<file path="config.mk">
export PLATFORM = sky130hd
export DESIGN_NAME = uart_rx
export DESIGN_NICKNAME = d
export VERILOG_FILES = /design/src/rtl/uart_pkg.sv /design/src/rtl/sync_2ff.sv /design/src/rtl/uart_rx.sv
export SDC_FILE = /design/constraint.sdc
export NUM_CORES = 1
export LEC_CHECK = 0
export BUFFER_PORTS_ARGS = -buffer_cell sky130_fd_sc_hd__buf_4
export CORE_UTILIZATION = 35
export CTS_CLUSTER_SIZE = 14
export DETAILED_ROUTE_END_ITERATION = 7
export GPL_TIMING_DRIVEN = 1
export PLACE_DENSITY = 0.5
export SLEW_MARGIN = 40
export SYNTH_ARGS = -nofsm -noshare
export SYNTH_HDL_FRONTEND = slang
export SYNTH_SLANG_ARGS = --single-unit
</file>
<file path="constraint.sdc">
create_clock -name clk_in -period 2.2 [get_ports clk_in]
set_clock_uncertainty 0.05 [all_clocks]
set_input_delay 0.33 -clock clk_in [delete_from_list [all_inputs] [get_ports clk_in]]
set_output_delay 0.33 -clock clk_in [all_outputs]
set_load 0.05 [all_outputs]
</file>
<file path="src/rtl/uart_pkg.sv">
// Shared UART definitions: rx FSM state encoding and default frame geometry.
// The defaults are also used by the TX path and the baud generator.
package uart_pkg;

    localparam int unsigned DEF_OVERSAMPLING_RATE = 8;
    localparam int unsigned DEF_DATA_BITS         = 8;

    typedef enum logic [2:0] {
        RX_IDLE   = 3'd0,
        RX_START  = 3'd1,
        RX_DATA   = 3'd2,
        RX_PARITY = 3'd3,
        RX_STOP   = 3'd4
    } rx_state_e;

endpackage : uart_pkg

</file>
<file path="src/rtl/sync_2ff.sv">
// Generic 2-flop synchroniser for a single asynchronous bit.
// Ports:
//   i_clk  in  1  destination clock
//   i_rst  in  1  synchronous active-high reset (both flops load RESET_VAL)
//   i_d    in  1  asynchronous input
//   o_q    out 1  synchronised output
module sync_2ff #(
    parameter logic RESET_VAL = 1'b1
) (
    input  logic i_clk,
    input  logic i_rst,
    input  logic i_d,
    output logic o_q
);

    logic r_meta;
    logic r_sync;

    always_ff @(posedge i_clk) begin
        if (i_rst) begin
            r_meta <= RESET_VAL;
            r_sync <= RESET_VAL;
        end else begin
            r_meta <= i_d;
            r_sync <= r_meta;
        end
    end

    assign o_q = r_sync;

endmodule : sync_2ff

</file>
<file path="src/rtl/uart_rx.sv">
// Oversampling UART receiver. Synchronises the serial line, validates the start
// bit at its centre, centre-samples data LSB-first, checks the stop bit and
// presents each byte with a one-cycle valid pulse.
// Optional feature macro: UART_RX_PARITY_EN (adds an even-parity bit after data).
// Ports:
//   clk_in           in   1          system clock
//   rst_in           in   1          synchronous active-high reset
//   sample_pulse_in  in   1          oversample tick from the baud generator
//   rx_in            in   1          asynchronous serial line, idle high
//   data_out         out  DATA_BITS  last good byte, LSB = first bit received
//   valid_out        out  1          1-clk pulse when data_out updates
//   frame_err_out    out  1          1-clk pulse when stop bit sampled low
//   parity_err_out   out  1          1-clk pulse on parity mismatch
//   busy_out         out  1          high while not idle
module uart_rx
    import uart_pkg::*;
#(
    parameter int unsigned OVERSAMPLING_RATE = DEF_OVERSAMPLING_RATE,
    parameter int unsigned DATA_BITS         = DEF_DATA_BITS
) (
    input  logic                 clk_in,
    input  logic                 rst_in,
    input  logic                 sample_pulse_in,
    input  logic                 rx_in,
    output logic [DATA_BITS-1:0] data_out,
    output logic                 valid_out,
    output logic                 frame_err_out,
    output logic                 parity_err_out,
    output logic                 busy_out
);

    localparam int unsigned TICK_W = $clog2(OVERSAMPLING_RATE);
    localparam int unsigned BIT_W  = $clog2(DATA_BITS + 1);
    localparam logic [TICK_W-1:0] HALF_LAST = TICK_W'(OVERSAMPLING_RATE / 2 - 1);
    localparam logic [TICK_W-1:0] FULL_LAST = TICK_W'(OVERSAMPLING_RATE - 1);
    localparam logic [BIT_W-1:0]  LAST_BIT  = BIT_W'(DATA_BITS - 1);

    logic                 w_rx_s;
    rx_state_e            r_state,    w_state_nxt;
    logic [TICK_W-1:0]    r_tick_cnt, w_tick_nxt;
    logic [BIT_W-1:0]     r_bit_cnt,  w_bit_nxt;
    logic [DATA_BITS-1:0] r_shift,    w_shift_nxt;
    logic                 r_rx_prev,  w_prev_nxt;
    logic [DATA_BITS-1:0] r_data,     w_data_nxt;
    logic                 r_valid,    w_valid_nxt;
    logic                 r_ferr,     w_ferr_nxt;
`ifdef UART_RX_PARITY_EN
    logic                 r_par_bit,  w_par_nxt;
    logic                 r_perr,     w_perr_nxt;
`endif

    sync_2ff #(.RESET_VAL(1'b1)) u_sync (
        .i_clk (clk_in),
        .i_rst (rst_in),
        .i_d   (rx_in),
        .o_q   (w_rx_s)
    );

    // Next-state and output decode; everything advances only on a tick.
    always_comb begin
        w_state_nxt = r_state;
        w_tick_nxt  = r_tick_cnt;
        w_bit_nxt   = r_bit_cnt;
        w_shift_nxt = r_shift;
        w_prev_nxt  = r_rx_prev;
        w_data_nxt  = r_data;
        w_valid_nxt = 1'b0;
        w_ferr_nxt  = 1'b0;
`ifdef UART_RX_PARITY_EN
        w_par_nxt   = r_par_bit;
        w_perr_nxt  = 1'b0;
`endif
        if (sample_pulse_in) begin
            case (r_state)
                RX_IDLE: begin
                    // A held-low line keeps r_rx_prev low, so a break never retriggers.
                    w_prev_nxt = w_rx_s;
                    if (r_rx_prev && !w_rx_s) begin
                        w_state_nxt = RX_START;
                        w_tick_nxt  = '0;
                    end
                end
                RX_START: begin
                    if (r_tick_cnt == HALF_LAST) begin
                        if (w_rx_s) begin
                            w_state_nxt = RX_IDLE;
                        end else begin
                            w_state_nxt = RX_DATA;
                            w_tick_nxt  = '0;
                            w_bit_nxt   = '0;
                        end
                    end else begin
                        w_tick_nxt = r_tick_cnt + TICK_W'(1);
                    end
                end
                RX_DATA: begin
                    if (r_tick_cnt == FULL_LAST) begin
                        w_shift_nxt = {w_rx_s, r_shift[DATA_BITS-1:1]};
                        w_tick_nxt  = '0;
                        w_bit_nxt   = r_bit_cnt + BIT_W'(1);
                        if (r_bit_cnt == LAST_BIT) begin
`ifdef UART_RX_PARITY_EN
                            w_state_nxt = RX_PARITY;
`else
                            w_state_nxt = RX_STOP;
`endif
                        end
                    end else begin
                        w_tick_nxt = r_tick_cnt + TICK_W'(1);
                    end
                end
`ifdef UART_RX_PARITY_EN
                RX_PARITY: begin
                    if (r_tick_cnt == FULL_LAST) begin
                        w_par_nxt   = w_rx_s;
                        w_tick_nxt  = '0;
                        w_state_nxt = RX_STOP;
                    end else begin
                        w_tick_nxt = r_tick_cnt + TICK_W'(1);
                    end
                end
`endif
                RX_STOP: begin
                    if (r_tick_cnt == FULL_LAST) begin
                        w_tick_nxt  = '0;
                        w_prev_nxt  = w_rx_s;
                        w_state_nxt = RX_IDLE;
                        if (w_rx_s) begin
                            w_data_nxt  = r_shift;
                            w_valid_nxt = 1'b1;
`ifdef UART_RX_PARITY_EN
                            w_perr_nxt  = (r_par_bit != (^r_shift));
`endif
                        end else begin
                            w_ferr_nxt = 1'b1;
                        end
                    end else begin
                        w_tick_nxt = r_tick_cnt + TICK_W'(1);
                    end
                end
                default: begin
                    w_state_nxt = RX_IDLE;
                end
            endcase
        end
    end

    // State and output registers.
    always_ff @(posedge clk_in) begin
        if (rst_in) begin
            r_state    <= RX_IDLE;
            r_tick_cnt <= '0;
            r_bit_cnt  <= '0;
            r_shift    <= '0;
            r_rx_prev  <= 1'b1;
            r_data     <= '0;
            r_valid    <= 1'b0;
            r_ferr     <= 1'b0;
`ifdef UART_RX_PARITY_EN
            r_par_bit  <= 1'b0;
            r_perr     <= 1'b0;
`endif
        end else begin
            r_state    <= w_state_nxt;
            r_tick_cnt <= w_tick_nxt;
            r_bit_cnt  <= w_bit_nxt;
            r_shift    <= w_shift_nxt;
            r_rx_prev  <= w_prev_nxt;
            r_data     <= w_data_nxt;
            r_valid    <= w_valid_nxt;
            r_ferr     <= w_ferr_nxt;
`ifdef UART_RX_PARITY_EN
            r_par_bit  <= w_par_nxt;
            r_perr     <= w_perr_nxt;
`endif
        end
    end

    assign data_out      = r_data;
    assign valid_out     = r_valid;
    assign frame_err_out = r_ferr;
    assign busy_out      = (r_state != RX_IDLE);
`ifdef UART_RX_PARITY_EN
    assign parity_err_out = r_perr;
`else
    assign parity_err_out = 1'b0;
`endif

endmodule : uart_rx

</file>
# After elaboration in Yosys (flattened, before gate mapping)
# Index checks and enable logic that the tools add are counted.
[word_totals]
regBits = 31
wordCells = 63
in_bits = 4
out_inout_bits = 12
[classes]
n_addsub = 2
bitwise = 3
mux = 20
n_reduce_logical = 15
eq_ne = 13
[op_table]
columns = ["operator", "count"]
rows = [
  ["two-way mux 3 bit", 9],
  ["two-way mux 4 bit", 3],
  ["inequality test 2 bit (second input constant)", 6],
  ["one-hot mux 3 bit (4 select lines)", 1],
  ["one-hot mux 3 bit (3 select lines)", 1],
  ["one-hot mux 4 bit (2 select lines)", 1],
  ["AND reduction 4 bit", 2],
  ["equality test 3 x 2 -> 1 bit (second input constant)", 2],
  ["equality test 3 bit (second input constant)", 2],
  ["AND reduction 3 bit", 2],
  ["AND reduction 6 bit", 1],
  ["nonzero test 3 bit", 2],
  ["AND reduction 5 bit", 1],
  ["adder 4 x 1 -> 4 bit (second input constant)", 1],
  ["equality test 4 x 3 -> 1 bit (second input constant)", 1],
  ["nonzero test 2 bit", 2],
  ["OR reduction 4 bit", 1],
  ["adder 3 x 1 -> 3 bit (second input constant)", 1],
  ["equality test 3 x 1 -> 1 bit (second input constant)", 1],
  ["zero test 3 bit", 1],
  ["two-way mux 1 bit", 3],
  ["inequality test 3 bit (second input constant)", 1],
  ["inverter 1 bit", 3],
  ["two-way mux 2 bit", 1],
  ["other kinds (4)", 4],
]

# Depth between registers and ports, before layout
[depth]
word_depth = 4
mapped_depth = 6
ltp_nobuf = 6

# Hierarchy
# From an unflattened synthesis, not the netlist that was laid out.
[unflattened]
cells_unflattened = 160
hier_area_um2 = 1437.6
[modules_own_cells]
columns = ["module", "n_inst", "cells_each", "area_each_um2", "seq_area_each_um2"]
rows = [
  ["uart_rx", 1, 156, 1385.1, 580.6],
  ["sync_2ff", 1, 4, 52.6, 40.0],
]

# Worst setup path after synthesis
# OpenSTA, ideal clock, no wires.
[synth_path]
path_type = "flip-flop to flip-flop"
startpoint = "register r_tick_cnt[0]"
endpoint = "register r_state[1]"
n_path_buf = 0
path_stages_with_launch = 7
period_less_slack_ps = 1686
required_time_ps = 2081
t_arrival_ps = 1567
slack_ps = 514
cell_sequence = "dfxtp_1 > ha_1 > ha_1 > or2_2 > o22a_2 > a211o_1 > o21ai_2"
[synth_via]
elab_chain_cells = 3
elab_cells_between_ends = 6
cone_classes = "5 x eq/ne; 1 x reduce/logical"
[synth_rtl]
columns = ["item", "line_no", "rtl"]
rows = [
  ["start, declared", "uart_rx.sv:40", "logic [TICK_W-1:0] r_tick_cnt, w_tick_nxt;"],
  ["start signal, assigned", "uart_rx.sv:165", "r_tick_cnt <= w_tick_nxt;"],
  ["equality test 3 bit / equality test 3 x 2 -> 1 bit (equally long branches)", "uart_rx.sv:97, uart_rx.sv:124, uart_rx.sv:84", ""],
  ["inequality test 2 bit (no line)", "n/a", ""],
  ["AND reduction 6 bit (no line) *", "n/a", ""],
  ["end signal, assigned", "uart_rx.sv:164", "r_state <= w_state_nxt;"],
  ["end, declared", "uart_rx.sv:39", "rx_state_e r_state, w_state_nxt;"],
]
# Mark *: on every way between the ends. The rest lies on a longest branch, timed or not.
# A chain may end at the register's enable or synchronous reset.

# Final worst setup path
# Same ends and word-level chain as after synthesis.

==> results.ini <==
[status]
status = complete, no violations

[yosys]
synth_area_sq_um = 1410
syn_inst = 161
syn_avg_cell_area_sq_um = 8.758
ys_types = 39
synth_seq_area_share = 0.4401
async_flop_share = 0
ys_ff_latch = 31
ys.flop_type = dfxtp_1
synthesis.nets = 170
synth_edf_count = 0
ys_warn_count = 0

[global_routing]
track_usage = 0.1461
grt_pass1_vias = 1017
grt_util_met1 = 0.1953
busiest_layer = met2
met3_usage = 0.05729
grt_pass1_wl_um = 4719
grt_max_degree = 33
globalRouteOverflowTotal = 0
use_met2 = 0.2204
antenna_found_initial = 0

[placement]
gp_congestion = 0.7896
postPlaceCellArea_sq_um = 1539
post-dp-hpwl_um = 1893
dp_cells = 216
port_buffers = 14

[route]
antenna_left = 0
route.vias.total = 1119
drtPass1Iterations = 4
drtIter0Drc = 69
wl_per_cell_um = 12.41
remaining_drc_errors = 0
avgViaCountPerCell = 4.996
wirelength_um = 2779

[final_layout]
area_growth_syn_to_layout_pct = 14.91
final_common_cell = dfxtp_1
nets = 184
multiInputGateArea_sq_um = 704.4
n_fill_cell = 362
regArea_sq_um = 620.6
diodes = 0
mostFrequentLayoutCells = dfxtp_1 (31), nand2_1 (26), buf_4 (17), a21oi_1 (16), nor2_1 (11)
fin_cells = 224
fin_util = 0.4297
postLayoutCellArea_sq_um = 1620
drive_above_1_share = 0.1648

[floorplan]
io_pins = 16
die_x_um = 65.48
start_util = 0.3739
core_sq_um = 3771
placementRows = 22
dieHeight_um = 65.48
die-area_sq_um = 4287

[pwr]
power_density_nw_per_um2 = 636.8
p_leak_uw = 0.0006292
vdd_ir_drop_max_uv = 269.3
finalPower_uw = 1032

[clock_tree]
clk_pin_slew_ns = 0.06
tritoncts = yes
postCtsHoldBufs = 0
ctsResizeCount = 0
htree_levels = 2
cts_setup_buffers = 0
cts.sinks = 31
numCtsBuffers = 5
clockRootBuffer = clkbuf_8
clk_latency_ns = 0.27
clk_path_buf_depth = 2

[critical_path]
path_class = flip-flop to flip-flop
endpoint_kind = flip-flop
rr_worst_depth = 6
path_max_fanout = 6
cp_cell_sequence = ha_1 -> ha_1 -> or2_2 -> o22a_2 -> a211o_1 -> o21ai_2
start_kind = flip-flop
critPathMostFrequentCell = ha_1
slowest_delay_ns = 0.32
arrival_ns = 1.98
cpMaxStageDelayCell = dfxtp_1
worst_ep_required_time_ns = 2.36

[sta]
period_needed_ns = 1.824
fin_crit_sh = 0.8293
rsz0062_at_grt = false
drv_slew = 0
setup_tns_ns = 0
hold_viol_final = 0
setup_viol = 0
fmax_mhz = 548.1

[min_path]
whs_path_depth = 2
hold_path_class = input port to flip-flop

[flow_run]
max-cap-violations = 0

-- state kept, by name, indices dropped and copies added, names as in the netlist --
name and cells:
r_bit_cnt 4, r_state 3, u_sync.o_q 1, valid_out 1, r_rx_prev 1, r_tick_cnt 3, u_sync.r_meta 1, r_shift 8
frame_err_out 1, data_out 8
-- per-layer routing --
metal | part of all wire | wire length, um | up-vias
li1 | - | - | 580
met5 | 0 | 0 | -
met4 | 0.0050 | 14 | 0
met3 | 0.042 | 116 | 2
met1 | 0.53 | 1464 | 513
met2 | 0.43 | 1184 | 24
-- logic make-up after synthesis --
family | Yosys count | share of synthesized area
flip-flops | 31 | 0.4401
adder cells (fa/ha/maj) | 5 | 0.04437
XOR/XNOR | 1 | 0.006212
buffers and inverters | 17 | 0.06034
multiplexers | 10 | 0.07276
other | 1 | 0.002659
AND/OR/NAND/NOR | 67 | 0.2413
AO/OA/AOI/OAI | 29 | 0.1322
-- final cells by class --
class                           instances  area share
Timing Repair Buffer                   17     0.07876
Sequential cell                        31      0.3830
Multi-Input combinational cell        113      0.4348
Clock buffer                            7     0.04710
Tap cell                               48     0.03707
Clock inverter                          1    0.003089
Inverter                                7     0.01622
-- power breakdown --
group	internal [uW]	switching [uW]	leakage, uW
Sequential	565	4.09	0.000250
Clock	221	196	0.0000422
Combinational	15.0	29.7	0.000337
Total	802	230	0.000629
-- worst max-delay path: cells and delay by family, from the launching register on --
kind            cells  cell delay [ns]
fa+ha+maj           2             0.50
flops               1             0.32
compound gates      3             0.58
simple gates        1             0.31
-- worst paths after layout --
| path | slack, ns | startpoint | to |
|---|---|---|---|
| hold reg to reg | 0.37 | u_sync.r_meta | u_sync.o_q |
| setup / recovery | 0.38 | r_tick_cnt[0] | r_state[1] |
| setup reg to reg | 0.38 | r_tick_cnt[0] | r_state[1] |
| hold / removal | 0.19 | rx_in | u_sync.r_meta |
-- synth_stat cells (2+ instances only) --
| cell type | instances | share of area |
|---|---|---|
| clkbuf_1 | 4 | 0.011 |
| nand3_1 | 5 | 0.018 |
| nor2b_1 | 4 | 0.018 |
| nand2_1 | 26 | 0.069 |
| dfxtp_1 | 31 | 0.44 |
| mux2i_1 | 8 | 0.057 |
| and3_1 | 2 | 0.0089 |
| and4_1 | 2 | 0.012 |
| or2_2 | 3 | 0.013 |
| o21ai_0 | 2 | 0.0071 |
| ha_1 | 5 | 0.044 |
| nor3b_1 | 2 | 0.011 |
| buf_2 | 2 | 0.0071 |
| a311oi_1 | 2 | 0.012 |
| or3b_1 | 2 | 0.012 |
| a21oi_1 | 16 | 0.057 |
| nand2b_1 | 2 | 0.0089 |
| buf_4 | 3 | 0.016 |
| inv_1 | 7 | 0.019 |
| nor2_1 | 11 | 0.029 |
| nand4_1 | 3 | 0.013 |
| mux2_1 | 2 | 0.016 |
-- metrics by stage --
stage	setup WS (ns)	hold WS [ns]
4_1_cts	0.3748	0.1900
2_1_floorplan	0.5140	0.3395
6_report	0.3756	0.1927
3_5_place_dp	0.3962	0.3488
3_3_place_gp	0.4314	0.3456
5_1_grt	0.2490	0.1928
Power figures use the tool's default switching activity.
